===== config.mk =====
export PLATFORM = sky130hd
export DESIGN_NAME = apb_master_ctrl
export DESIGN_NICKNAME = d
export VERILOG_FILES = /design/src/rtl/apb_pkg.sv /design/src/rtl/apb_wait_timer.sv /design/src/rtl/apb_master_ctrl.sv
export SDC_FILE = /design/constraint.sdc
export NUM_CORES = 1
export LEC_CHECK = 0
export ABC_CLOCK_PERIOD_IN_PS = 5110
export CAP_MARGIN = 20
export CORE_MARGIN = 3
export CORE_UTILIZATION = 44
export CTS_BUF_LIST = sky130_fd_sc_hd__clkbuf_16
export DETAILED_ROUTE_END_ITERATION = 10
export GPL_TIMING_DRIVEN = 0
export PLACE_DENSITY = 0.84
export SYNTH_ARGS = -nofsm -noshare
export SYNTH_HDL_FRONTEND = slang
export SYNTH_HIERARCHICAL = 1
export SYNTH_SLANG_ARGS = --single-unit
export TNS_END_PERCENT = 20

===== constraint.sdc =====
create_clock -name pclk -period 5.11 [get_ports pclk]
set_input_delay 1.022 -clock pclk [delete_from_list [all_inputs] [get_ports pclk]]
set_output_delay 1.022 -clock pclk [all_outputs]
set_load 0.05 [all_outputs]

===== src/rtl/apb_pkg.sv =====
// ---------------------------------------------------------------------------
// apb_pkg
// Shared types and constants for the two-slave APB master controller.
//   apb_state_e : controller FSM states (IDLE, SETUP, ACCESS)
//   DEFAULT_AW  : default address width (MSB selects the slave)
//   DEFAULT_DW  : default data width
//   SLV1_SEL    : value of the address MSB that selects slave 1
//   SLV2_SEL    : value of the address MSB that selects slave 2
//   TIMER_W     : width of the wait-state counter
// ---------------------------------------------------------------------------
package apb_pkg;

   typedef enum logic [1:0] {
      IDLE   = 2'd0,
      SETUP  = 2'd1,
      ACCESS = 2'd2
   } apb_state_e;

   localparam int unsigned DEFAULT_AW = 9;
   localparam int unsigned DEFAULT_DW = 8;

   localparam logic SLV1_SEL = 1'b0;
   localparam logic SLV2_SEL = 1'b1;

   localparam int unsigned TIMER_W = 8;

endpackage


===== src/rtl/apb_wait_timer.sv =====
// ---------------------------------------------------------------------------
// apb_wait_timer
// Counts ACCESS cycles in which the selected slave holds pready low.
//   pclk    in  : clock, rising edge
//   presetn in  : asynchronous active-low reset
//   clear   in  : synchronous clear (wins over enable)
//   enable  in  : increment the counter this cycle
//   expired out : the current waiting cycle is the TIMEOUT-th one
// ---------------------------------------------------------------------------
module apb_wait_timer
   import apb_pkg::*;
#(
   parameter int unsigned TIMEOUT = 16
) (
   input  logic pclk,
   input  logic presetn,
   input  logic clear,
   input  logic enable,
   output logic expired
);

   logic [TIMER_W-1:0] count_q;
   logic [TIMER_W-1:0] count_d;

   always_comb begin
      count_d = count_q;
      if (clear) begin
         count_d = '0;
      end else if (enable) begin
         count_d = count_q + 1'b1;
      end
   end

   always_ff @(posedge pclk or negedge presetn) begin
      if (!presetn) begin
         count_q <= '0;
      end else begin
         count_q <= count_d;
      end
   end

   // count_q holds the number of earlier waiting cycles, so the TIMEOUT-th
   // waiting cycle is the one that sees TIMEOUT-1.
   assign expired = (count_q == TIMER_W'(TIMEOUT - 1));

endmodule


===== src/rtl/apb_master_ctrl.sv =====
// ---------------------------------------------------------------------------
// apb_master_ctrl
// APB master sequencing SETUP/ACCESS towards two slaves selected by the
// address MSB, with wait states, slave errors and a wait-state timeout.
//   pclk, presetn                  : clock / async active-low reset
//   i_ptransfer, i_pwrite          : user request and direction
//   i_pwaddr, i_pwdata, i_praddr   : user write address/data, read address
//   o_ready                        : request accepted this cycle if requested
//   o_done, o_prdata, o_pslverr    : completion pulse, read data, error status
//   o_paddr, o_pwdata, o_pwrite    : APB request bus
//   o_psel1, o_psel2, o_penable    : APB controls
//   i_pready*, i_pslverr*, i_prdata*: per-slave responses
// ---------------------------------------------------------------------------
module apb_master_ctrl
   import apb_pkg::*;
#(
   parameter int unsigned AW      = DEFAULT_AW,
   parameter int unsigned DW      = DEFAULT_DW,
   parameter int unsigned TIMEOUT = 16
) (
   input  logic          pclk,
   input  logic          presetn,
   input  logic          i_ptransfer,
   input  logic          i_pwrite,
   input  logic [AW-1:0] i_pwaddr,
   input  logic [DW-1:0] i_pwdata,
   input  logic [AW-1:0] i_praddr,
   output logic          o_ready,
   output logic          o_done,
   output logic [DW-1:0] o_prdata,
   output logic          o_pslverr,
   output logic [AW-1:0] o_paddr,
   output logic [DW-1:0] o_pwdata,
   output logic          o_pwrite,
   output logic          o_psel1,
   output logic          o_psel2,
   output logic          o_penable,
   input  logic          i_pready1,
   input  logic          i_pready2,
   input  logic          i_pslverr1,
   input  logic          i_pslverr2,
   input  logic [DW-1:0] i_prdata1,
   input  logic [DW-1:0] i_prdata2
);

   apb_state_e    state_q, state_d;
   logic [AW-1:0] paddr_q, paddr_d;
   logic [DW-1:0] pwdata_q, pwdata_d;
   logic          pwrite_q, pwrite_d;
   logic [DW-1:0] prdata_q, prdata_d;
   logic          pslverr_q, pslverr_d;
   logic          done_q, done_d;

   logic          sel2;
   logic          sel_pready;
   logic          sel_pslverr;
   logic [DW-1:0] sel_prdata;
   logic          in_access;
   logic          expired;
   logic          complete;
   logic          accept;
   logic          timer_clear;
   logic          timer_enable;

   // Response mux: only the addressed slave is ever looked at.
   assign sel2        = (paddr_q[AW-1] == SLV2_SEL);
   assign sel_pready  = sel2 ? i_pready2  : i_pready1;
   assign sel_pslverr = sel2 ? i_pslverr2 : i_pslverr1;
   assign sel_prdata  = sel2 ? i_prdata2  : i_prdata1;

   assign in_access = (state_q == ACCESS);
   // A normal ready response wins over a timeout landing on the same cycle.
   assign complete  = in_access && (sel_pready || expired);
   assign o_ready   = (state_q == IDLE) || complete;
   assign accept    = i_ptransfer && o_ready;

   // Outside ACCESS the counter is held at zero, so entering SETUP always
   // starts from a clean count.
   assign timer_clear  = complete || !in_access;
   assign timer_enable = in_access && !sel_pready;

   apb_wait_timer #(
      .TIMEOUT (TIMEOUT)
   ) u_wait_timer (
      .pclk    (pclk),
      .presetn (presetn),
      .clear   (timer_clear),
      .enable  (timer_enable),
      .expired (expired)
   );

   always_comb begin
      state_d   = state_q;
      paddr_d   = paddr_q;
      pwdata_d  = pwdata_q;
      pwrite_d  = pwrite_q;
      prdata_d  = prdata_q;
      pslverr_d = 1'b0;
      done_d    = 1'b0;

      if (accept) begin
         pwrite_d = i_pwrite;
         paddr_d  = i_pwrite ? i_pwaddr : i_praddr;
         if (i_pwrite) begin
            pwdata_d = i_pwdata;
         end
      end

      unique case (state_q)
         IDLE: begin
            if (accept) begin
               state_d = SETUP;
            end
         end
         SETUP: begin
            state_d = ACCESS;
         end
         ACCESS: begin
            if (complete) begin
               done_d  = 1'b1;
               state_d = accept ? SETUP : IDLE;
               if (sel_pready) begin
                  pslverr_d = sel_pslverr;
                  if (!pwrite_q) begin
                     prdata_d = sel_prdata;
                  end
               end else begin
                  // Timeout abort: flag an error, keep the last read data.
                  pslverr_d = 1'b1;
               end
            end
         end
         default: begin
            state_d = IDLE;
         end
      endcase
   end

   always_ff @(posedge pclk or negedge presetn) begin
      if (!presetn) begin
         state_q   <= IDLE;
         paddr_q   <= '0;
         pwdata_q  <= '0;
         pwrite_q  <= 1'b0;
         prdata_q  <= '0;
         pslverr_q <= 1'b0;
         done_q    <= 1'b0;
      end else begin
         state_q   <= state_d;
         paddr_q   <= paddr_d;
         pwdata_q  <= pwdata_d;
         pwrite_q  <= pwrite_d;
         prdata_q  <= prdata_d;
         pslverr_q <= pslverr_d;
         done_q    <= done_d;
      end
   end

   // Selects and enable decode straight from state so an async reset drops
   // them at once.
   assign o_psel1   = (state_q != IDLE) && (paddr_q[AW-1] == SLV1_SEL);
   assign o_psel2   = (state_q != IDLE) && (paddr_q[AW-1] == SLV2_SEL);
   assign o_penable = in_access;

   assign o_paddr   = paddr_q;
   assign o_pwdata  = pwdata_q;
   assign o_pwrite  = pwrite_q;
   assign o_prdata  = prdata_q;
   assign o_pslverr = pslverr_q;
   assign o_done    = done_q;

endmodule


Word-level counts from Yosys, hierarchy flattened
Index checks and enable logic that the tools add are counted.
{"block": "classes", "n_addsub": 1, "n_eq_ne": 5, "mux": 15, "bitwise_logic": 2, "reduce_logical": 16}
{"op": "$mux W8", "count": 3}
{"op": "$mux W9", "count": 1}
{"op": "$add A8 B1 Y8 const B", "count": 1}
{"op": "$eq A8 B4 Y1 const B", "count": 1}
{"op": "$mux W1", "count": 8}
{"op": "$pmux W2 S3", "count": 1}
{"op": "$logic_and A1 B1 Y1", "count": 5}
{"op": "$mux W2", "count": 2}
{"op": "$reduce_and A2 Y1", "count": 2}
{"op": "$reduce_and A4 Y1", "count": 1}
{"op": "$reduce_bool A2 Y1", "count": 2}
{"op": "$logic_or A1 B1 Y1", "count": 3}
{"op": "$eq A2 B1 Y1 const B", "count": 1}
{"op": "$eq A2 B2 Y1 const B", "count": 1}
{"op": "$logic_not A1 Y1", "count": 2}
{"op": "$logic_not A2 Y1", "count": 1}
{"op": "$ne A2 B1 Y1 const B", "count": 1}
{"op": "$ne A2 B2 Y1 const B", "count": 1}
{"op": "$not A1 Y1", "count": 2}
{"block": "word_totals", "reg_bits": 38, "output_inout_bits": 32, "wordCells": 47}

Longest topological paths before layout
{"block": "logic_depth", "depth_word": 8, "mapped_depth": 7}

Hierarchy
The synthesis kept the hierarchy.
{"module": "apb_master_ctrl", "instances": 1, "cells_each": 101, "area_each_um2": 1446.4}
{"module": "apb_wait_timer", "instances": 1, "cells_each": 39, "area_each_um2": 394.1}

Worst setup path before layout
No wires, ideal clock.
{"block": "synth_timing", "path_kind": "register -> output", "startpoint": "register u_wait_timer.count_q[0]", "endpoint": "output o_ready", "arrival_ps": 1881, "t_required_ps": 4088, "setup_slack_ps": 2207, "path_stages_with_launch": 6, "n_path_buf": 0, "cell_sequence": "dfrtp_1 ha_1 nand4b_1 nor4_1 nor2b_1 a21oi_1"}
{"block": "synth_between", "elab_chain_cells": 4}
{"element": "start, declared", "line": "apb_wait_timer.sv:22", "text": "logic [TIMER_W-1:0] count_q;"}
{"element": "start signal, assigned", "line": "apb_wait_timer.sv:38", "text": "count_q <= count_d;"}
{"element": "$eq A8 B4 Y1", "line": "apb_wait_timer.sv:44", "text": "assign expired = (count_q == TIMER_W'(TIMEOUT - 1));"}
{"element": "via expired", "line": "apb_master_ctrl.sv:59", "text": "logic expired;"}
{"element": "$logic_or A1 B1 Y1", "line": "apb_master_ctrl.sv:73", "text": "assign complete = in_access && (sel_pready || expired);"}
{"element": "$logic_and A1 B1 Y1", "line": "apb_master_ctrl.sv:73"}
{"element": "$logic_or A1 B1 Y1", "line": "apb_master_ctrl.sv:74", "text": "assign o_ready = (state_q == IDLE) || complete;"}
{"element": "end, declared", "line": "apb_master_ctrl.sv:28", "text": "output logic o_ready,"}
The timed path passes the listed nets, and every way through them passes these cells.

Worst setup path in the final report
{"block": "layout_timing", "startpoint": "input i_pready1", "endpoint": "output o_ready"}
{"block": "layout_between", "elab_chain_cells": 4}
{"element": "start, declared", "line": "apb_master_ctrl.sv:38", "text": "input logic i_pready1,"}
{"element": "$mux W1", "line": "apb_master_ctrl.sv:67", "text": "assign sel_pready = sel2 ? i_pready2 : i_pready1;"}
{"element": "$logic_or A1 B1 Y1", "line": "apb_master_ctrl.sv:73"}
{"element": "$logic_and A1 B1 Y1", "line": "apb_master_ctrl.sv:73"}
{"element": "$logic_or A1 B1 Y1", "line": "apb_master_ctrl.sv:74"}
Every way passes these cells.

==> results.yml <==
floorplanning:
  start_util: 0.478
  die_h_um: 70.7
  die_w_um: 70.7
  rows: 22
  die-area_um2: 4990
  design.core.area_um2: 3850
  io_pins: 82
power:
  ir_drop_mv: 0.376
  switching_share: 0.443
  p_switching_w: 0.000796
  power_frac_seq: 0.266
  clock_power_share: 0.164
  p_int_w: 0.000999
  power_leakage_nw: 1.19
  power_density_nw_per_um2: 630
  pwr-share-comb: 0.570
detailed_routing:
  vias: 1418
  drt-initial-drc-count: 42
  avgRoutedWirePerCell_um: 16.4
  vias_per_cell: 5.12
  routed_wl_um: 4530
  drtPass1Iterations: 4
  drc: 0
  ant_nets: 0
global_routing:
  antenna_found_initial: 0
  first_global_vias: 1579
  grt_overflow_total: 0
  grt_pass1_wl_um: 7600
  grtUsageTotal: 0.197
  grt_max_degree: 39
clocking:
  post_cts_buffers: 0
  cts_buffers: 5
  cts_tree: "built"
  clock_sinks: 38
  htree_levels: 2
  cts_hold_buffers: 0
  clock_latency_ns: 0.28
  clkTransAtPathRegs_ns: 0.06
  cts_buffer_depth: 2
  ctsResizeCount: 0
  root_buffer: "clkbuf_16"
placement:
  place_congestion: 0.737
  dp_hpwl_um: 3460
  portBuffers: 81
  dpl.cell_count: 269
sta:
  fin_tns_setup_ns: 0
  hold_violations: 0
  worstMarginPinSlew_ns: 0.850
  slew_headroom: 0.433
  slew_violations: 0
  fin_crit_sh: 0.717
  setup_viol: 0
  max_freq_mhz: 273
  min_period_ns: 3.66
  skew_ns: 0.00419
  rsz0062_at_grt: "no"
min_path:
  hp-class: "register to register"
  min_path_cells: 1
worst_setup_path:
  critPathKind: "input port to primary output"
  start_kind: "input port"
  r2r_cells: 7
  crit_fanout: 7
  crit_arrival_ns: 2.64
  cp_data_required_time_ns: 4.09
  end_kind: "primary output"
cells_and_area:
  n_antenna_cell: 0
  layout.cells.non_filler: 277
  fin_nets: 279
  layout-drive-gt1-share: 0.253
  final_cell_mix: "clkdlybuf4s50_1, dfrtp_1, mux2_2"
  final_common_cell: "clkdlybuf4s50_1"
  area_growth_pct: 54.7
logic_synthesis:
  netlist.area_leader.share: 0.517
  syn_area_um2: 1840
  netlist_instances: 140
  syn-num-nets: 191
  seq_area_frac_synth: 0.517
  synth_seq_cells: 38
  ys_types: 30
  synth_area_leaders: "dfrtp_1, mux2_2, mux2_4"
  yosysTopAreaCell: "dfrtp_1"
  synth_warnings: 6
  avgSynthCellArea_um2: 13.1
outcome:
  status: "finished clean"
job:
  drv_cap: 0
-- power groups by stage --
| stage | clock (W) | sequential [W] | combinational (W) |
|---|---|---|---|
| 4_1_cts | 0.000301 | 0.000480 | 0.00103 |
| 6_report | 0.000294 | 0.000478 | 0.00102 |
| 2_1_floorplan | 0 | 0.000847 | 0.000314 |
| 3_5_place_dp | 0 | 0.000482 | 0.00103 |
| 3_3_place_gp | 0 | 0.000474 | 0.00102 |
| 5_1_grt | 0.000314 | 0.000495 | 0.00107 |
-- sequential cells by signal, indices dropped and copies added, names as in the netlist --
name	flops
o_prdata	8
o_pslverr	1
o_pwrite	1
o_pwdata	8
o_paddr	9
u_wait_timer/count_q	8
state_q	2
o_done	1
-- per-stage QoR --
step | cell area [um^2] | hold slack (ns) | worst slack (ns) | power [W] | util
finish | 2850 | 0.508 | 1.45 | 0.00179 | 0.739
global placement | 2710 | 0.490 | 1.46 | 0.00149 | 0.704
detailed placement | 2710 | 0.494 | 1.45 | 0.00151 | 0.702
floorplan | 1840 | 0.473 | 2.21 | 0.00116 | -
global route | 2850 | 0.515 | 1.36 | 0.00188 | 0.739
CTS | 2850 | 0.509 | 1.44 | 0.00181 | 0.739
-- synth_stat cells --
| master | instances |
|---|---|
| a21oi_1 | 5 |
| a21oi_2 | 1 |
| a32o_1 | 1 |
| and2_1 | 1 |
| buf_1 | 1 |
| buf_2 | 2 |
| buf_6 | 2 |
| clkbuf_1 | 2 |
| dfrtp_1 | 38 |
| ha_1 | 1 |
| inv_1 | 3 |
| mux2_2 | 35 |
| mux2_4 | 8 |
| mux2i_1 | 1 |
| mux2i_4 | 1 |
| nand2_1 | 1 |
| nand2b_1 | 2 |
| nand3_1 | 2 |
| nand3b_1 | 2 |
| nand4_1 | 3 |
| nand4_2 | 1 |
| nand4b_1 | 1 |
| nor2_1 | 9 |
| nor2b_1 | 3 |
| nor3_1 | 1 |
| nor4_1 | 1 |
| o21ai_0 | 4 |
| or3_1 | 4 |
| xnor2_1 | 1 |
| xor2_1 | 3 |
-- critical path: stages --
cell             delay (ns)
clkdlybuf4s50_1        0.54
mux2i_4                0.12
a21oi_1                0.14
clkdlybuf4s50_1        0.83
-- worst paths after layout --
check / start / end / slack, ns
max in group asynchronous: presetn / o_prdata[4]$_DFFE_PN0P_ / 3.72
hold / removal: o_pwdata[2]$_DFFE_PN0P_ / o_pwdata[2]$_DFFE_PN0P_ / 0.51
min in group asynchronous: presetn / o_paddr[1]$_DFFE_PN0N_ / 0.83
setup reg to reg: u_wait_timer/count_q[0]$_DFFE_PN0P_ / o_paddr[8]$_DFFE_PN0N_ / 2.79
hold reg to reg: o_pwdata[2]$_DFFE_PN0P_ / o_pwdata[2]$_DFFE_PN0P_ / 0.51
setup / recovery: i_pready1 / o_ready / 1.45
-- final cells by class --
cell class	count	area [um^2]
fill	255	1010
sequential	38	951
multi-input combinational	92	835
timing repair buffer	81	806
clock buffer	5	125
tap	48	60.1
buffer	7	43.8
clock inverter	3	16.3
inverter	3	11.3
-- cell families after synthesis --
logic type                 Yosys count  share of synthesized area
DFF                                 38                      0.517
and+or+nand+nor                     31                     0.0958
adders and majority gates            1                    0.00680
AOI/OAI and AO/OA                   11                     0.0347
xor gates and xnor gates             4                     0.0190
buffers and inverters               10                     0.0299
muxes                               45                      0.297
-- metal layers --
layer  up-vias  part of all wire  global-route usage
met2        56              0.52               0.344
met1       677              0.37               0.202
met4         0             0.023              0.0814
met5         -                 0                   0
li1        672                 -                   -
met3        13             0.094              0.0938
Note: power is estimated with default switching activity, not from simulation.
